<file path="src/rtl/ac97_frame_rx_pkg.sv">
// Shared AC97 frame constants, slot geometry, tag bit positions and types.
package ac97_frame_rx_pkg;

    localparam int unsigned FRAME_BITS   = 256;
    localparam int unsigned CNT_W        = 8;
    localparam int unsigned TAG_W        = 16;
    localparam int unsigned SLOT_W       = 20;
    localparam int unsigned SYNC_LEN     = 16;
    localparam int unsigned SAMPLE_WIDTH = 16;
    localparam int unsigned CMD_ADDR_W   = 7;
    localparam int unsigned CMD_DATA_W   = 16;

    // Tag bit positions: frame valid, then per-slot valid flags.
    localparam int unsigned TAG_FRAME_VALID = 15;
    localparam int unsigned TAG_SLOT1       = 14;
    localparam int unsigned TAG_SLOT2       = 13;
    localparam int unsigned TAG_SLOT3       = 12;
    localparam int unsigned TAG_SLOT4       = 11;

    // Slot 1 read/not-write flag.
    localparam int unsigned SLOT1_RW_BIT = 19;

    // Bit index of the last bit of a slot (slot 0 is the tag).
    function automatic logic [CNT_W-1:0] slot_last_bit(input int unsigned slot);
        return CNT_W'(TAG_W - 1 + SLOT_W * slot);
    endfunction

    localparam logic [CNT_W-1:0] TAG_LAST   = slot_last_bit(0);
    localparam logic [CNT_W-1:0] SLOT1_LAST = slot_last_bit(1);
    localparam logic [CNT_W-1:0] SLOT2_LAST = slot_last_bit(2);
    localparam logic [CNT_W-1:0] SLOT3_LAST = slot_last_bit(3);
    localparam logic [CNT_W-1:0] SLOT4_LAST = slot_last_bit(4);

    typedef enum logic {
        ST_HUNT = 1'b0,
        ST_LOCK = 1'b1
    } state_e;

    // Slot 1 command header: R/W flag followed by register address.
    typedef struct packed {
        logic                  rw;
        logic [CMD_ADDR_W-1:0] addr;
    } cmd_hdr_t;

endpackage

</file>
<file path="src/rtl/ac97_frame_rx_if.sv">
// AC97 serial link inputs plus the decoded receiver outputs.
interface ac97_frame_rx_if;
    import ac97_frame_rx_pkg::*;

    logic                    bit_en;
    logic                    sync;
    logic                    sdata;
    logic                    locked;
    logic [SAMPLE_WIDTH-1:0] pcm_left;
    logic [SAMPLE_WIDTH-1:0] pcm_right;
    logic                    pcm_valid;
    logic [CMD_ADDR_W-1:0]   cmd_addr;
    logic [CMD_DATA_W-1:0]   cmd_data;
    logic                    cmd_write;
    logic                    sync_err;

    // Link driver side (controller or bench).
    modport master (
        output bit_en, sync, sdata,
        input  locked, pcm_left, pcm_right, pcm_valid,
        input  cmd_addr, cmd_data, cmd_write, sync_err
    );

    // Receiver side.
    modport slave (
        input  bit_en, sync, sdata,
        output locked, pcm_left, pcm_right, pcm_valid,
        output cmd_addr, cmd_data, cmd_write, sync_err
    );

endinterface

</file>
<file path="src/rtl/ac97_frame_rx_slot_shifter.sv">
// 20-bit MSB-first shift register; word_c includes the bit being strobed now,
// so the full slot is visible in the same cycle as its last bit.
module ac97_frame_rx_slot_shifter
    import ac97_frame_rx_pkg::*;
(
    input  logic              clk,
    input  logic              reset_n,
    input  logic              shift_en,
    input  logic              din,
    input  logic              last,
    output logic [SLOT_W-1:0] word_c,
    output logic              done_c
);

    logic [SLOT_W-2:0] shreg_q, shreg_d;

    // Shift one bit in per strobe.
    always_comb begin
        shreg_d = shreg_q;
        if (shift_en) begin
            shreg_d = {shreg_q[SLOT_W-3:0], din};
        end
    end

    // Shift register state.
    always_ff @(posedge clk or negedge reset_n) begin
        if (!reset_n) begin
            shreg_q <= '0;
        end else begin
            shreg_q <= shreg_d;
        end
    end

    assign word_c = {shreg_q, din};
    assign done_c = shift_en & last;

endmodule

</file>
<file path="src/rtl/ac97_frame_rx.sv">
// AC97 codec-end frame receiver: Sync alignment, tag latch, command and PCM recovery.
module ac97_frame_rx
    import ac97_frame_rx_pkg::*;
(
    input  logic            clk,
    input  logic            reset_n,
    ac97_frame_rx_if.slave  bus
);

    state_e                  state_q, state_d;
    logic [CNT_W-1:0]        cnt_q, cnt_d;
    logic                    sync_prev_q, sync_prev_d;
    logic                    locked_q, locked_d;
    logic                    sync_err_q, sync_err_d;

    logic [TAG_W-1:0]        tag_q, tag_d;
    cmd_hdr_t                hdr_q, hdr_d;
    logic [SAMPLE_WIDTH-1:0] left_hold_q, left_hold_d;
    logic [SAMPLE_WIDTH-1:0] pcm_left_q, pcm_left_d;
    logic [SAMPLE_WIDTH-1:0] pcm_right_q, pcm_right_d;
    logic                    pcm_valid_q, pcm_valid_d;
    logic [CMD_ADDR_W-1:0]   cmd_addr_q, cmd_addr_d;
    logic [CMD_DATA_W-1:0]   cmd_data_q, cmd_data_d;
    logic                    cmd_write_q, cmd_write_d;

    logic                    rise_c;
    logic                    lock_err_c;
    logic [CNT_W-1:0]        idx_c;
    logic                    slot_last_c;
    logic                    slot_done_c;
    logic                    take_c;
    logic [SLOT_W-1:0]       slot_word_c;

    // Sync rising edge, bit index of the current strobe, and framing checks.
    assign rise_c     = bus.bit_en & bus.sync & ~sync_prev_q;
    assign idx_c      = (state_q == ST_LOCK) ? cnt_q : '0;
    assign lock_err_c = bus.bit_en && (state_q == ST_LOCK) &&
                        ((rise_c && (cnt_q != '0)) ||
                         ((cnt_q < CNT_W'(SYNC_LEN)) ? !bus.sync : bus.sync));

    assign slot_last_c = (idx_c == TAG_LAST)   || (idx_c == SLOT1_LAST) ||
                         (idx_c == SLOT2_LAST) || (idx_c == SLOT3_LAST) ||
                         (idx_c == SLOT4_LAST);

    ac97_frame_rx_slot_shifter u_shifter (
        .clk      (clk),
        .reset_n  (reset_n),
        .shift_en (bus.bit_en),
        .din      (bus.sdata),
        .last     (slot_last_c),
        .word_c   (slot_word_c),
        .done_c   (slot_done_c)
    );

    // A slot boundary only counts inside a correctly framed, locked frame.
    assign take_c = slot_done_c && (state_q == ST_LOCK) && !lock_err_c;

    // FSM next state: alignment hunt, bit counting and framing errors.
    always_comb begin
        state_d     = state_q;
        cnt_d       = cnt_q;
        sync_prev_d = sync_prev_q;
        sync_err_d  = 1'b0;
        if (bus.bit_en) begin
            sync_prev_d = bus.sync;
            if (state_q == ST_HUNT) begin
                if (rise_c) begin
                    state_d = ST_LOCK;
                    cnt_d   = CNT_W'(1);
                end
            end else if (lock_err_c) begin
                sync_err_d = 1'b1;
                // A misplaced rising edge is taken as bit 0 of a new frame.
                if (rise_c) begin
                    state_d = ST_LOCK;
                    cnt_d   = CNT_W'(1);
                end else begin
                    state_d = ST_HUNT;
                    cnt_d   = '0;
                end
            end else begin
                cnt_d = (cnt_q == CNT_W'(FRAME_BITS - 1)) ? '0 : cnt_q + CNT_W'(1);
            end
        end
        // Locked drops for the error cycle even on an immediate relock.
        locked_d = (state_d == ST_LOCK) && !sync_err_d;
    end

    // FSM state register.
    always_ff @(posedge clk or negedge reset_n) begin
        if (!reset_n) begin
            state_q     <= ST_HUNT;
            cnt_q       <= '0;
            sync_prev_q <= 1'b0;
            locked_q    <= 1'b0;
            sync_err_q  <= 1'b0;
        end else begin
            state_q     <= state_d;
            cnt_q       <= cnt_d;
            sync_prev_q <= sync_prev_d;
            locked_q    <= locked_d;
            sync_err_q  <= sync_err_d;
        end
    end

    // Field capture at slot boundaries and output pulse generation.
    always_comb begin
        tag_d       = tag_q;
        hdr_d       = hdr_q;
        left_hold_d = left_hold_q;
        pcm_left_d  = pcm_left_q;
        pcm_right_d = pcm_right_q;
        pcm_valid_d = 1'b0;
        cmd_addr_d  = cmd_addr_q;
        cmd_data_d  = cmd_data_q;
        cmd_write_d = 1'b0;
        if (take_c) begin
            if (idx_c == TAG_LAST) begin
                tag_d = slot_word_c[TAG_W-1:0];
            end
            if (idx_c == SLOT1_LAST) begin
                hdr_d = cmd_hdr_t'(slot_word_c[SLOT1_RW_BIT -: $bits(cmd_hdr_t)]);
            end
            if ((idx_c == SLOT2_LAST) && tag_q[TAG_FRAME_VALID] && tag_q[TAG_SLOT1] &&
                tag_q[TAG_SLOT2] && !hdr_q.rw) begin
                cmd_write_d = 1'b1;
                cmd_addr_d  = hdr_q.addr;
                cmd_data_d  = slot_word_c[SLOT_W-1 -: CMD_DATA_W];
            end
            if (idx_c == SLOT3_LAST) begin
                left_hold_d = slot_word_c[SLOT_W-1 -: SAMPLE_WIDTH];
            end
            if ((idx_c == SLOT4_LAST) && tag_q[TAG_FRAME_VALID] && tag_q[TAG_SLOT3] &&
                tag_q[TAG_SLOT4]) begin
                pcm_valid_d = 1'b1;
                pcm_left_d  = left_hold_q;
                pcm_right_d = slot_word_c[SLOT_W-1 -: SAMPLE_WIDTH];
            end
        end
    end

    // Datapath and output registers.
    always_ff @(posedge clk or negedge reset_n) begin
        if (!reset_n) begin
            tag_q       <= '0;
            hdr_q       <= '0;
            left_hold_q <= '0;
            pcm_left_q  <= '0;
            pcm_right_q <= '0;
            pcm_valid_q <= 1'b0;
            cmd_addr_q  <= '0;
            cmd_data_q  <= '0;
            cmd_write_q <= 1'b0;
        end else begin
            tag_q       <= tag_d;
            hdr_q       <= hdr_d;
            left_hold_q <= left_hold_d;
            pcm_left_q  <= pcm_left_d;
            pcm_right_q <= pcm_right_d;
            pcm_valid_q <= pcm_valid_d;
            cmd_addr_q  <= cmd_addr_d;
            cmd_data_q  <= cmd_data_d;
            cmd_write_q <= cmd_write_d;
        end
    end

    assign bus.locked    = locked_q;
    assign bus.sync_err  = sync_err_q;
    assign bus.pcm_left  = pcm_left_q;
    assign bus.pcm_right = pcm_right_q;
    assign bus.pcm_valid = pcm_valid_q;
    assign bus.cmd_addr  = cmd_addr_q;
    assign bus.cmd_data  = cmd_data_q;
    assign bus.cmd_write = cmd_write_q;

endmodule

</file>
<file path="src/flat_wrapper.sv">
// flat-port wrapper written by rule: the top's interface ports become plain ports
module ac97_frame_rx_flat import ac97_frame_rx_pkg::*;
  (clk, reset_n, bus_bit_en, bus_sync, bus_sdata, bus_locked, bus_pcm_left, bus_pcm_right, bus_pcm_valid, bus_cmd_addr, bus_cmd_data, bus_cmd_write, bus_sync_err);
  ac97_frame_rx_if bus_i ();
  input  logic clk;
  input  logic reset_n;
  input wire logic [$bits(bus_i.bit_en)-1:0] bus_bit_en;
  input wire logic [$bits(bus_i.sync)-1:0] bus_sync;
  input wire logic [$bits(bus_i.sdata)-1:0] bus_sdata;
  output wire logic [$bits(bus_i.locked)-1:0] bus_locked;
  output wire logic [$bits(bus_i.pcm_left)-1:0] bus_pcm_left;
  output wire logic [$bits(bus_i.pcm_right)-1:0] bus_pcm_right;
  output wire logic [$bits(bus_i.pcm_valid)-1:0] bus_pcm_valid;
  output wire logic [$bits(bus_i.cmd_addr)-1:0] bus_cmd_addr;
  output wire logic [$bits(bus_i.cmd_data)-1:0] bus_cmd_data;
  output wire logic [$bits(bus_i.cmd_write)-1:0] bus_cmd_write;
  output wire logic [$bits(bus_i.sync_err)-1:0] bus_sync_err;
  assign bus_i.bit_en = bus_bit_en;
  assign bus_i.sync = bus_sync;
  assign bus_i.sdata = bus_sdata;
  assign bus_locked = bus_i.locked;
  assign bus_pcm_left = bus_i.pcm_left;
  assign bus_pcm_right = bus_i.pcm_right;
  assign bus_pcm_valid = bus_i.pcm_valid;
  assign bus_cmd_addr = bus_i.cmd_addr;
  assign bus_cmd_data = bus_i.cmd_data;
  assign bus_cmd_write = bus_i.cmd_write;
  assign bus_sync_err = bus_i.sync_err;
  ac97_frame_rx u_core (.clk(clk), .reset_n(reset_n), .bus(bus_i));
endmodule
</file>
<file path="config.mk">
export PLATFORM = sky130hd
export DESIGN_NAME = ac97_frame_rx_flat
export DESIGN_NICKNAME = d
export VERILOG_FILES = /design/src/rtl/ac97_frame_rx_pkg.sv /design/src/rtl/ac97_frame_rx_if.sv /design/src/rtl/ac97_frame_rx_slot_shifter.sv /design/src/rtl/ac97_frame_rx.sv /design/src/flat_wrapper.sv
export SDC_FILE = /design/constraint.sdc
export NUM_CORES = 1
export LEC_CHECK = 0
export BUFFER_PORTS_ARGS = -buffer_cell sky130_fd_sc_hd__buf_2
export CAP_MARGIN = 20
export CORE_MARGIN = 5
export CORE_UTILIZATION = 55
export DETAILED_ROUTE_END_ITERATION = 10
export PLACE_DENSITY = 0.74
export SLEW_MARGIN = 20
export SYNTH_ARGS = -nofsm -noshare
export SYNTH_HDL_FRONTEND = slang
export SYNTH_SLANG_ARGS = --single-unit
</file>
<file path="constraint.sdc">
create_clock -name clk -period 5.7 [get_ports clk]
set_input_delay 1.14 -clock clk [delete_from_list [all_inputs] [get_ports clk]]
set_output_delay 1.14 -clock clk [all_outputs]
set_load 0.05 [all_outputs]
</file>
==> flow_metrics.py <==
metrics = {
    "synthesis": {
        "yosys-top-cells-count": "117 x dfrtp_1, 104 x mux2_2, 11 x nand2_1, 11 x nor2_1, 7 x buf_2",
        "synth_seq_cells": 117,
        "syn_nets": 318,
        "synth_top_area_cell": "dfrtp_1",
        "yosysTopAreaCellShare_pct": 62.68,
        "synth_edf_count": 0,
        "synthFlopType": "dfrtp_1",
        "ys_seq_area_share_pct": 62.68,
        "yosysUniqueCellTypes": 37,
        "yosys_warnings": 0,
        "yosys-top-cells-area": "dfrtp_1 63%, mux2_2 25%, nand2_1 0.88%",
        "avgSynthCellArea_sq_um": 15.02,
        "synth-async-reset-ratio_pct": 100.0,
        "synth.most_common_cell": "dfrtp_1",
        "syn_area_sq_mm": 0.004671,
        "synth_cells": 311,
    },
    "global_route": {
        "grt_pass1_vias": 2944,
        "grt_max_degree": 81,
        "global_route.overflow_total": 0,
        "track_usage_pct": 19.35,
        "antenna_found_initial": 0,
        "grt_pass1_wl_um": 15350,
    },
    "place": {
        "dpl.cell_count": 465,
        "dp_slack_ns": 1.817,
        "hpwl_um": 5603,
        "gp_congestion": 0.8604,
        "io_buffers": 63,
        "post_dp_cell_area_sq_mm": 0.005046,
    },
    "clocking": {
        "cts_tree": "done",
        "cts_root_buffer": "clkbuf_8",
        "cts_hold_buf": 0,
        "cts_resized": 0,
        "clk_pin_slew_ns": 0.06,
        "clkSinkCount": 117,
        "numCtsBuffers": 17,
        "cts.htree.levels": 4,
        "cts_setup_buffers": 0,
        "clk-insertion-delay-late_ns": 0.50,
        "clockBufferDepth": 2,
    },
    "floorplanning": {
        "ios": 64,
        "dieArea_sq_mm": 0.01044,
        "die_w_um": 102.2,
        "rows": 33,
        "die_h_um": 102.2,
        "initial_core_util_pct": 56.56,
        "coreArea_sq_mm": 0.008258,
    },
    "drt": {
        "wl_per_cell_um": 17.92,
        "first_pass_iters": 4,
        "drc_errors": 0,
        "post_drt_via_cell_ratio": 5.571,
        "routed_wl_um": 8853,
        "via_count": 2752,
        "drtIter0Drc": 87,
        "drtAntennaViolNets": 0,
    },
    "worst_hold_path": {
        "holdCritStartpoint": "u_core.left_hold_q[13]",
        "hold_class": "flop to flop",
    },
    "critical_path": {
        "endpoint_kind": "flop",
        "worst_setup_path_start_kind": "input pin",
        "startpoint": "bus_bit_en",
        "crit_fanout": 33,
        "cp_data_required_time_ns": 6.08,
        "crit_type": "input pin to flop",
        "r2r-start": "u_core.cnt_q[0]",
        "arrival_ns": 3.72,
    },
    "timing": {
        "fin_worst_skew_ns": 0.007631,
        "fin_tns_setup_ns": 0,
        "slew_violations": 0,
        "layout_setup_ws_ns": 2.369,
        "fin_crit_sh_pct": 58.44,
        "setup_violations": 0,
        "fmaxAchievable_mhz": 300.2,
        "period_minus_slack_ns": 3.331,
        "hold_viol": 0,
        "rsz0062_at_grt": "no",
        "relSlewSlack_pct": 39.05,
        "worst_pin_slew_ns": 0.9142,
    },
    "layout": {
        "final_layout_size_suffix_gt1_share_pct": 52.70,
        "stdcell_count": 494,
        "antennaDiodeCount": 0,
        "syn2layout_area_growth_pct": 20.84,
        "final_cell_area_sq_mm": 0.005644,
        "fin_nets": 386,
    },
    "pwr": {
        "leakage_uw": 0.003002,
        "powerDensity_mw_per_mm2": 408.2,
        "total_power_uw": 2304,
        "ir_drop_uv": 227.2,
    },
    "job": {
        "max_cap_violations": 0,
    },
    "status": {
        "outcome": "completed",
    },
}
==> per-stage QoR <==
stage	util (%)	hold WS [ns]
6_report	68.35	0.4961
5_1_grt	68.35	0.5031
4_1_cts	68.30	0.5002
3_5_place_dp	61.11	0.4876
3_3_place_gp	61.11	0.4812
2_1_floorplan	-	0.4713
==> final timing paths <==
kind | slack [ns] | to | depth (start not counted)
min | 0.50 | u_core.bus.pcm_left[13] | 1
max | 2.37 | u_core.bus.pcm_left[14] | 5
max reg2reg | 2.66 | u_core.bus.pcm_left[14] | 7
min in group asynchronous | 0.67 | u_core.bus.pcm_left[10] | 1
max in group asynchronous | 4.06 | u_core.u_shifter.shreg_q[13] | 2
min reg2reg | 0.50 | u_core.bus.pcm_left[13] | 1
==> logic make-up after synthesis <==
| family | share of synthesized area [%] |
|---|---|
| xor+xnor | 0.1876 |
| fa+ha+maj | 0.5357 |
| compound gates | 2.759 |
| mux | 25.07 |
| flops | 62.68 |
| simple gates | 6.697 |
| buf+inv | 2.062 |
==> cell type report <==
class / count / area [sq um]
Inverter: 4 / 15.01
Clock inverter: 8 / 125.1
Sequential cell: 117 / 2928
Fill cell: 590 / 2614
Clock buffer: 21 / 469.2
Multi-Input combinational cell: 175 / 1647
Timing Repair Buffer: 64 / 329.1
Tap cell: 105 / 131.4
==> critical path, stage by stage <==
cell and delay (ns):
buf_2 0.44, nand4_1 0.25, nor4_4 0.49, nand3_2 0.79
mux2_2 0.57
==> cell usage in the layout, fill, tap and decap left out, types with 2 or more instances in the layout <==
cell type	n
nand2_1	11
and4_1	2
a31o_2	2
clkbuf_16	16
bufinv_16	3
nor2b_1	2
inv_1	4
o21ai_0	4
nand3_1	3
dfrtp_1	117
a21o_1	3
and3_1	3
o31ai_1	2
ha_1	2
nand4_1	3
a211o_1	2
mux2_2	104
nor2_1	11
clkinvlp_4	4
buf_2	62
nor3b_1	4
clkbuf_8	5
or3_1	2
==> report_power, final <==
| part | switching [uW] | internal, uW |
|---|---|---|
| registers | 131 | 910 |
| logic | 122 | 92.8 |
| clock network | 345 | 703 |
| total | 598 | 1710 |
==> sequential cells by signal, indices dropped and copies added, names as in the netlist <==
register	cells
u_core.bus.sync_err	1
u_core.bus.pcm_valid	1
u_core.bus.pcm_right	16
u_core.bus.pcm_left	16
u_core.left_hold_q	16
u_core.bus.cmd_data	16
u_core.tag_q	5
u_core.bus.cmd_write	1
u_core.hdr_q	8
u_core.state_q	1
u_core.cnt_q	8
u_core.bus.cmd_addr	7
u_core.bus.locked	1
u_core.sync_prev_q	1
u_core.u_shifter.shreg_q	19
==> layer usage <==
layer  wire (um)  track usage (%)
met1        3904            26.34
met2        4271            29.54
met3         516            5.734
met4         160            7.568
met5           0                0
No activity file was read; power rests on OpenSTA's default activity.
